==> src/rtl/pipelined_multiplier.sv <==
// pipelined_multiplier: shift-add multiplier with one accumulate stage per
// multiplier bit. Operands, mode and tag travel down the pipe with a valid bit;
// a blocked output freezes every stage at once, so nothing is lost or reordered.
module pipelined_multiplier #(
  parameter int unsigned A_WIDTH   = 11,
  parameter int unsigned B_WIDTH   = 8,
  parameter int unsigned TAG_WIDTH = 4
) (
  input  logic                       clk,
  input  logic                       rst,
  input  logic                       in_valid,
  output logic                       in_ready,
  input  logic [A_WIDTH-1:0]         in_a,
  input  logic [B_WIDTH-1:0]         in_b,
  input  logic                       in_a_signed,
  input  logic                       in_b_signed,
  input  logic [TAG_WIDTH-1:0]       in_tag,
  output logic                       out_valid,
  input  logic                       out_ready,
  output logic [A_WIDTH+B_WIDTH-1:0] out_product,
  output logic [TAG_WIDTH-1:0]       out_tag
);

  localparam int unsigned P = A_WIDTH + B_WIDTH;

  // Stage 0 .. B_WIDTH control/sideband; operands only needed up to B_WIDTH-1
  logic [B_WIDTH:0]     vld_q;
  logic [TAG_WIDTH-1:0] tag_q [0:B_WIDTH];
  logic [P-1:0]         a_q   [0:B_WIDTH-1];
  logic [B_WIDTH-1:0]   b_q   [0:B_WIDTH-1];
  logic [B_WIDTH-1:0]   bs_q;
  logic [P-1:0]         sum_q [1:B_WIDTH];
  logic [P-1:0]         sum_d [1:B_WIDTH];

  logic         stall;
  logic [P-1:0] a_ext_d;

  // Global stall: the whole pipe freezes when the product cannot leave
  assign stall    = vld_q[B_WIDTH] & ~out_ready;
  assign in_ready = ~stall;

  // Multiplicand widened once at capture; sign fill only in signed mode
  assign a_ext_d = {{B_WIDTH{in_a_signed & in_a[A_WIDTH-1]}}, in_a};

  // Accumulate stages: stage k folds in multiplier bit k-1; the top bit of a
  // signed multiplier carries negative weight, so it is subtracted
  for (genvar k = 1; k <= B_WIDTH; k++) begin : g_acc
    logic [P-1:0] prev;
    logic [P-1:0] pp;

    if (k == 1) begin : g_first
      assign prev = '0;
    end else begin : g_rest
      assign prev = sum_q[k-1];
    end

    assign pp = b_q[k-1][k-1] ? (a_q[k-1] << (k - 1)) : '0;

    if (k == B_WIDTH) begin : g_last
      assign sum_d[k] = bs_q[k-1] ? (prev - pp) : (prev + pp);
    end else begin : g_mid
      assign sum_d[k] = prev + pp;
    end
  end

  // Pipeline registers: hold on stall, otherwise shift one stage
  always_ff @(posedge clk or posedge rst) begin
    if (rst) begin
      vld_q <= '0;
      bs_q  <= '0;
      for (int k = 0; k <= int'(B_WIDTH); k++) begin
        tag_q[k] <= '0;
      end
      for (int k = 0; k < int'(B_WIDTH); k++) begin
        a_q[k] <= '0;
        b_q[k] <= '0;
      end
      for (int k = 1; k <= int'(B_WIDTH); k++) begin
        sum_q[k] <= '0;
      end
    end else if (!stall) begin
      vld_q    <= {vld_q[B_WIDTH-1:0], in_valid};
      bs_q     <= {bs_q[B_WIDTH-2:0], in_b_signed};
      a_q[0]   <= a_ext_d;
      b_q[0]   <= in_b;
      tag_q[0] <= in_tag;
      for (int k = 1; k < int'(B_WIDTH); k++) begin
        a_q[k] <= a_q[k-1];
        b_q[k] <= b_q[k-1];
      end
      for (int k = 1; k <= int'(B_WIDTH); k++) begin
        tag_q[k] <= tag_q[k-1];
        sum_q[k] <= sum_d[k];
      end
    end
  end

  assign out_valid   = vld_q[B_WIDTH];
  assign out_product = sum_q[B_WIDTH];
  assign out_tag     = tag_q[B_WIDTH];

endmodule

==> config.mk <==
export PLATFORM = sky130hd
export DESIGN_NAME = pipelined_multiplier
export DESIGN_NICKNAME = d
export VERILOG_FILES = /design/src/rtl/pipelined_multiplier.sv
export SDC_FILE = /design/constraint.sdc
export NUM_CORES = 1
export LEC_CHECK = 0
export ABC_AREA = 0
export ABC_CLOCK_PERIOD_IN_PS = 17900
export CORE_MARGIN = 5
export CORE_UTILIZATION = 55
export CTS_CLUSTER_DIAMETER = 100
export CTS_CLUSTER_SIZE = 12
export DETAILED_ROUTE_END_ITERATION = 7
export DONT_BUFFER_PORTS = 1
export HOLD_SLACK_MARGIN = 0.05
export PLACE_DENSITY = 0.8
export SYNTH_ARGS = -nofsm -noshare
export SYNTH_HDL_FRONTEND = slang
export SYNTH_SLANG_ARGS = --single-unit
==> constraint.sdc <==
create_clock -name clk -period 17.9 [get_ports clk]
set_clock_uncertainty 0.05 [all_clocks]
set_input_delay 0.895 -clock clk [delete_from_list [all_inputs] [get_ports clk]]
set_output_delay 0.895 -clock clk [all_outputs]
set_load 0.02 [all_outputs]
=== Word-level counts from Yosys, hierarchy flattened ===
Cells that the tools add are included.

* Logic and storage cells: 56
* Input bits: 29
* Register bits after elaboration: 365
* Output and inout bits: 25

* Muxes and demuxes: 9
* $add $sub $neg: 8
* Bitwise logic cells: 4

{| class="wikitable"
|+ Operators with widths
! kind !! count
|-
| 2-to-1 mux 19 bit || 9
|-
| adder 19 bit || 7
|-
| subtractor 19 bit || 1
|-
| bitwise AND 1 bit || 2
|-
| inverter 1 bit || 2
|}

=== Logic depth before layout (Yosys ltp) ===
Gate-level depths: netlist of run 1.

* Depth after elaboration: 3
* Gate-level depth with buffers: 12

=== Worst setup path before layout of run 1 ===
No wires, ideal clock.

* Path type: register to register
* From: register a_q[0] (netlist name)
* To: register sum_q (netlist bit out_product[18])
* Cell stages (with the launch flop): 13
* Clock period less this slack: 2.919 ns
* Setup slack: 14.981 ns
* Data required time: 17.721 ns
* Arrival time: 2.740 ns
* Cell sequence: dfrtp_1 or4_4 or2b_1 xnor2_1 nand2_1 ha_1 a21o_1 nand2_1 and3_1 nor3b_1 a311oi_1 xnor2_1 o21ai_1

* Cells in the longest elaborated chain, start to end: 3

{| class="wikitable"
|+ RTL lines
! element !! line !! source
|-
| start, declared || 29 || <nowiki>logic [P-1:0] a_q [0:B_WIDTH-1];</nowiki>
|-
| start signal, assigned by index || 88 || <nowiki>a_q[k] <= a_q[k-1];</nowiki>
|-
| 2-to-1 mux 19 bit * || 57 || <nowiki>assign pp = b_q[k-1][k-1] ? (a_q[k-1] << (k - 1)) : '0;</nowiki>
|-
| adder 19 bit / subtractor 19 bit (equally long branches) || 60 || <nowiki>assign sum_d[k] = bs_q[k-1] ? (prev - pp) : (prev + pp);</nowiki>
|-
| 2-to-1 mux 19 bit * || 60 ||
|-
| end signal, assigned by index || 93 || <nowiki>sum_q[k] <= sum_d[k];</nowiki>
|-
| end, declared || 32 || <nowiki>logic [P-1:0] sum_q [1:B_WIDTH];</nowiki>
|}

Every way passes the cells marked *; elsewhere a longest branch is shown, timed or not.
A chain may end at the register's enable or synchronous reset.

=== Worst setup path after layout of run 1 ===
* From: register vld_q[8]
* To: register sum_q (netlist bit g_acc[3].prev[16])

* Cells in the longest elaborated chain, start to end: 1

{| class="wikitable"
|+ RTL lines
! element !! line !! source
|-
| start, declared || 27 || <nowiki>logic [B_WIDTH:0] vld_q;</nowiki>
|-
| start signal, assigned || 82 || <nowiki>vld_q <= {vld_q[B_WIDTH-1:0], in_valid};</nowiki>
|-
| bitwise AND 1 bit || 39 || <nowiki>assign stall = vld_q[B_WIDTH] & ~out_ready;</nowiki>
|}

Every way passes these cells.

==> results of run 1 <==
## where the power goes
group | leakage, nW | switching, mW | internal [mW]
clock | 0.391 | 0.260 | 0.303
sequential | 4.07 | 0.286 | 1.09
combinational | 4.71 | 0.828 | 0.604
## critical path: stages (launching register included)
cell      delay, ns
dfrtp_1        0.45
nor2b_4        0.17
buf_4          0.58
buf_4          0.94
buf_4          0.78
a21oi_1        0.20
a21boi_0       0.23
nor2_1         0.14
## metrics by stage
step / area (um2) / worst slack (ns) / hold WS, ns
after floorplan: 16900 / 7.82 / 0.380
after global placement: 17200 / 13.86 / 0.395
after detailed placement: 17200 / 13.84 / 0.398
after CTS: 18000 / 14.20 / 0.343
after global routing: 18000 / 13.83 / 0.363
final: 18000 / 14.23 / 0.293
## flip-flops by register name, summed over array words and instances, names as in the netlist
name,flops
g_acc.prev,126
a_q,96
b_q,36
tag_q,32
out_product,19
vld_q,9
bs_q,8
out_tag,4
## layout make-up
| cell class | count | area, um2 | area share [%] |
|---|---|---|---|
| repair buffers | 7 | 65.1 | 0.362 |
| inverters | 37 | 154 | 0.857 |
| clock buffers | 31 | 776 | 4.32 |
| multi-input cells | 1507 | 8190 | 45.6 |
| clock inverters | 2 | 17.5 | 0.0976 |
| well taps | 396 | 495 | 2.76 |
| flip-flops and latches | 330 | 8260 | 46.0 |
## routing by layer
metal  GRT usage, %  vias to the layer above
li1               -                     6333
met1           25.7                     6083
met2           35.6                      186
met3           2.44                       81
met4           6.52                        0
met5              0                        -
## cell families (layout without fill, tap and decap cells)
family | Yosys count | count (layout)
flip-flops | 330 | 330
XOR/XNOR | 73 | 73
buffers and inverters | 127 | 77
AO/OA/AOI/OAI | 285 | 285
multiplexers | 5 | 5
AND/OR/NAND/NOR | 1045 | 1045
adder cells (fa/ha/maj) | 99 | 99
## cells in the mapped netlist, types with 3 or more instances
| cell type | count | area, um2 |
|---|---|---|
| a211oi_1 | 13 | 97.6 |
| a21boi_0 | 3 | 22.5 |
| a21o_1 | 22 | 165 |
| a21oi_1 | 82 | 410 |
| a221oi_1 | 4 | 35.0 |
| a31o_2 | 3 | 26.3 |
| a31oi_1 | 6 | 37.5 |
| a41oi_1 | 3 | 26.3 |
| and2_1 | 69 | 432 |
| and3_1 | 8 | 50.1 |
| buf_1 | 9 | 33.8 |
| buf_4 | 4 | 30.0 |
| clkbuf_1 | 77 | 289 |
| dfrtp_1 | 330 | 8260 |
| fa_1 | 6 | 120 |
| ha_1 | 93 | 1160 |
| inv_1 | 36 | 135 |
| mux2i_1 | 4 | 40.0 |
| nand2_1 | 760 | 2850 |
| nand2b_1 | 9 | 56.3 |
| nand3_1 | 23 | 115 |
| nand4_1 | 4 | 25.0 |
| nor2_1 | 98 | 368 |
| nor2b_1 | 14 | 87.6 |
| nor3_1 | 26 | 130 |
| nor3b_1 | 7 | 52.6 |
| nor4_1 | 5 | 31.3 |
| o211ai_1 | 4 | 30.0 |
| o21a_1 | 18 | 135 |
| o21ai_0 | 66 | 330 |
| o21ai_1 | 4 | 20.0 |
| o21bai_1 | 9 | 67.6 |
| o22a_1 | 3 | 26.3 |
| o31ai_1 | 18 | 135 |
| or2_2 | 6 | 37.5 |
| or3_1 | 5 | 31.3 |
| xnor2_1 | 40 | 350 |
| xor2_1 | 32 | 280 |
## worst min path at each step
stage	start	end	cells past startpoint	slack [ns]
final	rst	out_tag[3]$_DFFE_PP0N_	1	0.29
after global routing	rst	out_tag[3]$_DFFE_PP0N_	1	0.36
after CTS	rst	out_tag[3]$_DFFE_PP0N_	1	0.34
after detailed placement	vld_q[7]$_DFFE_PP0N_	vld_q[7]$_DFFE_PP0N_	2	0.40
after global placement	vld_q[7]$_DFFE_PP0N_	vld_q[7]$_DFFE_PP0N_	2	0.39
after floorplan	vld_q[7]$_DFFE_PP0N_	vld_q[7]$_DFFE_PP0N_	2	0.38
==> run_results.csv, run 1 <==
group,metric,value,unit
sta,rsz0062_at_grt,"false",
global_route,grt_pass1_vias,12524,
worst_setup_path,rr_worst_depth,7,
synth,syn_inst,1964,
synth,synth_enable_flop_cells,0,
synth,yosys_warnings,0,
worst_setup_path,cp-endpoint,"g_acc[3].prev[16]$_DFFE_PP0N_",
synth,synth_xor_area_share,3.82,%
synth,synthMuxAreaShare,0.303,%
flow_run,max_cap_viol_count,0,
floorplan,dieArea,34400,um2
routing,drc,0,
clock_network,cts.sink_count,330,
global_route,grt_start_max_net_pins,202,
clock_network,postCtsHoldBufs,0,
finish,final_cell_mix,"nand2_1 (760), dfrtp_1 (330), nor2_1 (98), ha_1 (93), a21oi_1 (82)",
status,outcome,"finished, final reports clean",
worst_hold_path,holdCritPathClass,"input pin to asynchronous set/reset pin",
synth,synth-simple-area-share,25.8,%
clock_network,tritoncts,"yes",
worst_setup_path,r2r-start,"vld_q[8]$_DFFE_PP0N_",
clock_network,h-tree-depth,1,
floorplan,die_width,185,um
routing,wl_met1,14400,um
synth,synthAdderAreaFrac,7.58,%
routing,wl_met2,17100,um
routing,totalWireLength,33500,um
finish,area_growth,6.05,%
routing,ant_nets,0,
finish,drive_above_1_share,3.45,%
synth,synth_compound_area_share,10.8,%
synth,synth_async_sr_flop_share,100,%
worst_setup_path,critical_path_arrival,4.12,ns
finish,post-route-util,58.8,%
sta,slew-limit-headroom,22.3,%
worst_setup_path,regToRegEndpoint,"g_acc[3].prev[16]$_DFFE_PP0N_",
power,ir_drop,0.0996,mV
floorplan,die_h,185,um
sta,tightest_slew,1.17,ns
sta,slew_violations,0,
worst_setup_path,startpoint,"vld_q[8]$_DFFE_PP0N_",
finish,fillers,2666,
routing,drtIter0Drc,720,
synth,ys_types,70,
synth,syn_nets,2092,
synth,ys_ff_latch,330,
global_route,track_usage,20.1,%
global_route,antenna_found_initial,0,
global_route,grt_pass1_wl,58900,um
clock_network,cts_resized,0,
finish,nets,2042,
floorplan,rows,64,
clock_network,clk_pin_slew,0.06,ns
sta,fin_crit,3.67,ns
power,power,3.37,mW
worst_setup_path,worstPathRequired,18.35,ns
routing,vias,12683,
power,leakage,9.17,nW
routing,highest_layer,"met4",
synth,synth-seq-area-share,48.8,%
place,hpwlAfterDp,23000,um
floorplan,pin_count,54,
worst_setup_path,criticalPathCategory,"flip-flop to flip-flop",
place,port-buffer-count,0,
global_route,gr-total-overflow,0,
sta,hold_violations,0,
place,place_inst,2277,
floorplan,initial_core_util,55.5,%
sta,post-route-period-util,20.5,%
power,power-per-cell-area,188,nW/um2
sta,setup_viol,0,
worst_setup_path,crit_fanout,110,
clock_network,cts_buffer_depth,3,
worst_setup_path,startpoint_type,"flip-flop",
routing,met3WireLength,1000,um
routing,wl_per_cell,14.5,um
synth,synth-main-ff-cell,"dfrtp_1",
place,globalplace.congestion,0.886,
sta,tns,0,ns
finish,diodes,0,
synth,post_synth.cell_area_avg,8.62,um2
routing,firstDrtPassIters,5,
routing,via_per_inst,5.49,
floorplan,core,30500,um2
synth,synth_top_family_by_area,"simple AND/OR/NAND/NOR gates",
clock_network,cts_setup_buffers,0,
finish,final_cells,2310,
sta,max_freq,272,MHz
clock_network,cts_buffers,31,
clock_network,clk_latency,0.57,ns
worst_setup_path,reg2reg_slack,14.23,ns
synth,synth.cell_area,16900,um2
finish,final_common_cell,"nand2_1",
worst_setup_path,end_kind,"flip-flop",
clock_network,cts_root_buf,"clkbuf_16",
Power figures use the tool's default switching activity.
==> run 2, diff against run 1 <==
ABC_CLOCK_PERIOD_IN_PS = 3600   (was 17900)
clock period = 3.6 ns   (was 17.9 ns; I/O delays follow)
==> run 2 against run 1 <==
Against the previous run: worst hold slack worse by 0.068 ns; total power rose to 5.0 times the previous value; non-clock buffer count up 41; utilization up 1.4 points; sequential share of layout area down 1.1 points; final cell count up 1.8%; clock power rose to 4.9 times the previous value; global-route usage down 0.20 points; final area up 2.4%; critical path depth up 5; critical path type unchanged; largest cell class unchanged.
==> run_results.csv, run 2 (synthesis results as in run 1) <==
group,metric,value,unit
clock_network,cts_root_buf,"clkbuf_16",
worst_setup_path,path_cells,"or4_4 -> or2b_1 -> xnor2_1 -> nand2_1 -> ha_1 -> a21o_1 -> nand2_1 -> and3_1 -> nor3b_1 -> a311oi_1 -> xnor2_1 -> o21ai_1",
global_route,grt_pass1_vias,12592,
worst_setup_path,critical_path_arrival,3.62,ns
place,port-buffer-count,0,
power,ir_drop,0.545,mV
sta,rsz0062_at_grt,"false",
routing,drc,0,
global_route,gr-total-overflow,0,
global_route,antenna_found_initial,0,
clock_network,cts_setup_buffers,0,
power,clkPwrFrac,16.6,%
worst_setup_path,crit_fanout,6,
floorplan,initial_core_util,55.5,%
worst_hold_path,min_from,"in_b[5]",
finish,final_common_cell,"nand2_1",
sta,max_freq,307,MHz
worst_setup_path,slowest_stage,"or4_4",
power,p_comb_share,43.2,%
finish,final_cell_mix,"nand2_1 (760), dfrtp_1 (330), nor2_1 (98), ha_1 (93), a21oi_1 (82)",
finish,final_cells,2352,
finish,nets,2083,
finish,drive_above_1_share,3.89,%
place,globalplace.congestion,0.952,
clock_network,cts.sink_count,330,
worst_setup_path,worstPathRequired,3.97,ns
worst_setup_path,criticalPathCategory,"flip-flop to flip-flop",
power,power-per-cell-area,913,nW/um2
floorplan,core,30500,um2
worst_setup_path,r2r-start,"a_q[0]$_DFFE_PP0N_",
finish,area_growth,8.61,%
power,netSwitchingFraction,40.3,%
power,seq_power_share,40.3,%
routing,via_per_inst,5.39,
power,p_int,10.0,mW
sta,fin_crit,3.26,ns
finish,largest_reg_flops,126,
routing,wl_per_cell,14.2,um
routing,ant_nets,0,
routing,drtIter0Drc,767,
floorplan,rows,64,
sta,post-route-period-util,90.5,%
place,hpwlAfterDp,22900,um
routing,totalWireLength,33500,um
sta,setup_viol,0,
worst_setup_path,max_stage_delay,0.59,ns
worst_setup_path,end_kind,"flip-flop",
clock_network,cts_resized,0,
worst_setup_path,startpoint,"a_q[0]$_DFFE_PP0N_",
floorplan,pin_count,54,
clock_network,tritoncts,"yes",
global_route,track_usage,19.9,%
clock_network,h-tree-depth,1,
status,outcome,"finished, final reports clean",
clock_network,clk_pin_slew,0.06,ns
sta,hold_violations,0,
clock_network,cts_buffers,31,
worst_setup_path,startpoint_type,"flip-flop",
power,leakage,9.36,nW
sta,tightest_slew,0.754,ns
routing,firstDrtPassIters,7,
global_route,grt_start_max_net_pins,147,
power,p_switching,6.77,mW
floorplan,dieArea,34400,um2
flow_run,max_cap_viol_count,0,
worst_hold_path,holdCritPathClass,"input pin to flip-flop",
sta,slew_violations,0,
clock_network,postCtsHoldBufs,31,
clock_network,cts_buffer_depth,3,
clock_network,clk_latency,0.56,ns
floorplan,die_width,185,um
sta,slew-limit-headroom,49.4,%
routing,vias,12672,
floorplan,die_h,185,um
place,place_inst,2287,
global_route,grt_pass1_wl,58300,um
sta,tns,0,ns
## run 2: final timing paths
kind                            slack [ns]                            end  cells past startpoint
worst min-delay path                  0.22            b_q[61]$_DFFE_PP0N_                      3
worst max register to register        0.34    out_product[18]$_DFFE_PP0N_                     12
min in group asynchronous             0.27  g_acc[4].prev[18]$_DFFE_PP0N_                      3
worst min register to register        0.41           vld_q[7]$_DFFE_PP0N_                      2
max in group asynchronous             2.69             a_q[0]$_DFFE_PP0N_                      3
worst max-delay path                  0.34    out_product[18]$_DFFE_PP0N_                     12
## run 2: critical path: cells and delay by family (launching register included)
kind	cells	cell delay, ns
AO/OA/AOI/OAI	3	0.40
flip-flops	1	0.42
AND/OR/NAND/NOR	6	1.61
XOR/XNOR	2	0.30
adder cells (fa/ha/maj)	1	0.36
## run 2: layer usage
metal / vias up / routed length [um] / GRT usage, % / part of all wire, %
li1: 6416 / - / - / -
met1: 5984 / 14200 / 24.6 / 43
met2: 194 / 17100 / 36.2 / 51
met3: 78 / 957 / 2.32 / 2.9
met4: 0 / 1140 / 6.46 / 3.4
met5: - / 0 / 0 / 0
## run 2: cell type report
cell class,count,area (um2)
Fill cell,2585,12100
Sequential cell,330,8260
Multi-Input combinational cell,1507,8190
Clock buffer,31,776
Timing Repair Buffer,48,500
Tap cell,396,495
Inverter,37,150
Clock inverter,2,17.5
Antenna cell,1,2.50
## run 2: stage by stage
stage               util, %  hold WS (ns)  worst slack [ns]  total power [mW]  instance area (um2)
global placement       56.6       -0.0639             0.476              13.6                17300
floorplan                 -         0.242             -1.04              12.4                16900
CTS                    60.3         0.194             0.382              16.9                18400
finish                 60.3         0.225             0.342              16.8                18400
detailed placement     56.6       -0.0636             0.378              14.0                17300
global route           60.3         0.224             0.108              18.3                18400
## run 2: power groups by stage
stage               Sequential [mW]  Combinational, mW  Clock, mW
CTS                            6.78               7.27       2.86
finish                         6.76               7.25       2.78
detailed placement             6.82               7.18          0
floorplan                      6.37               5.98          0
global placement               6.76               6.84          0
global route                   7.00               8.28       3.02
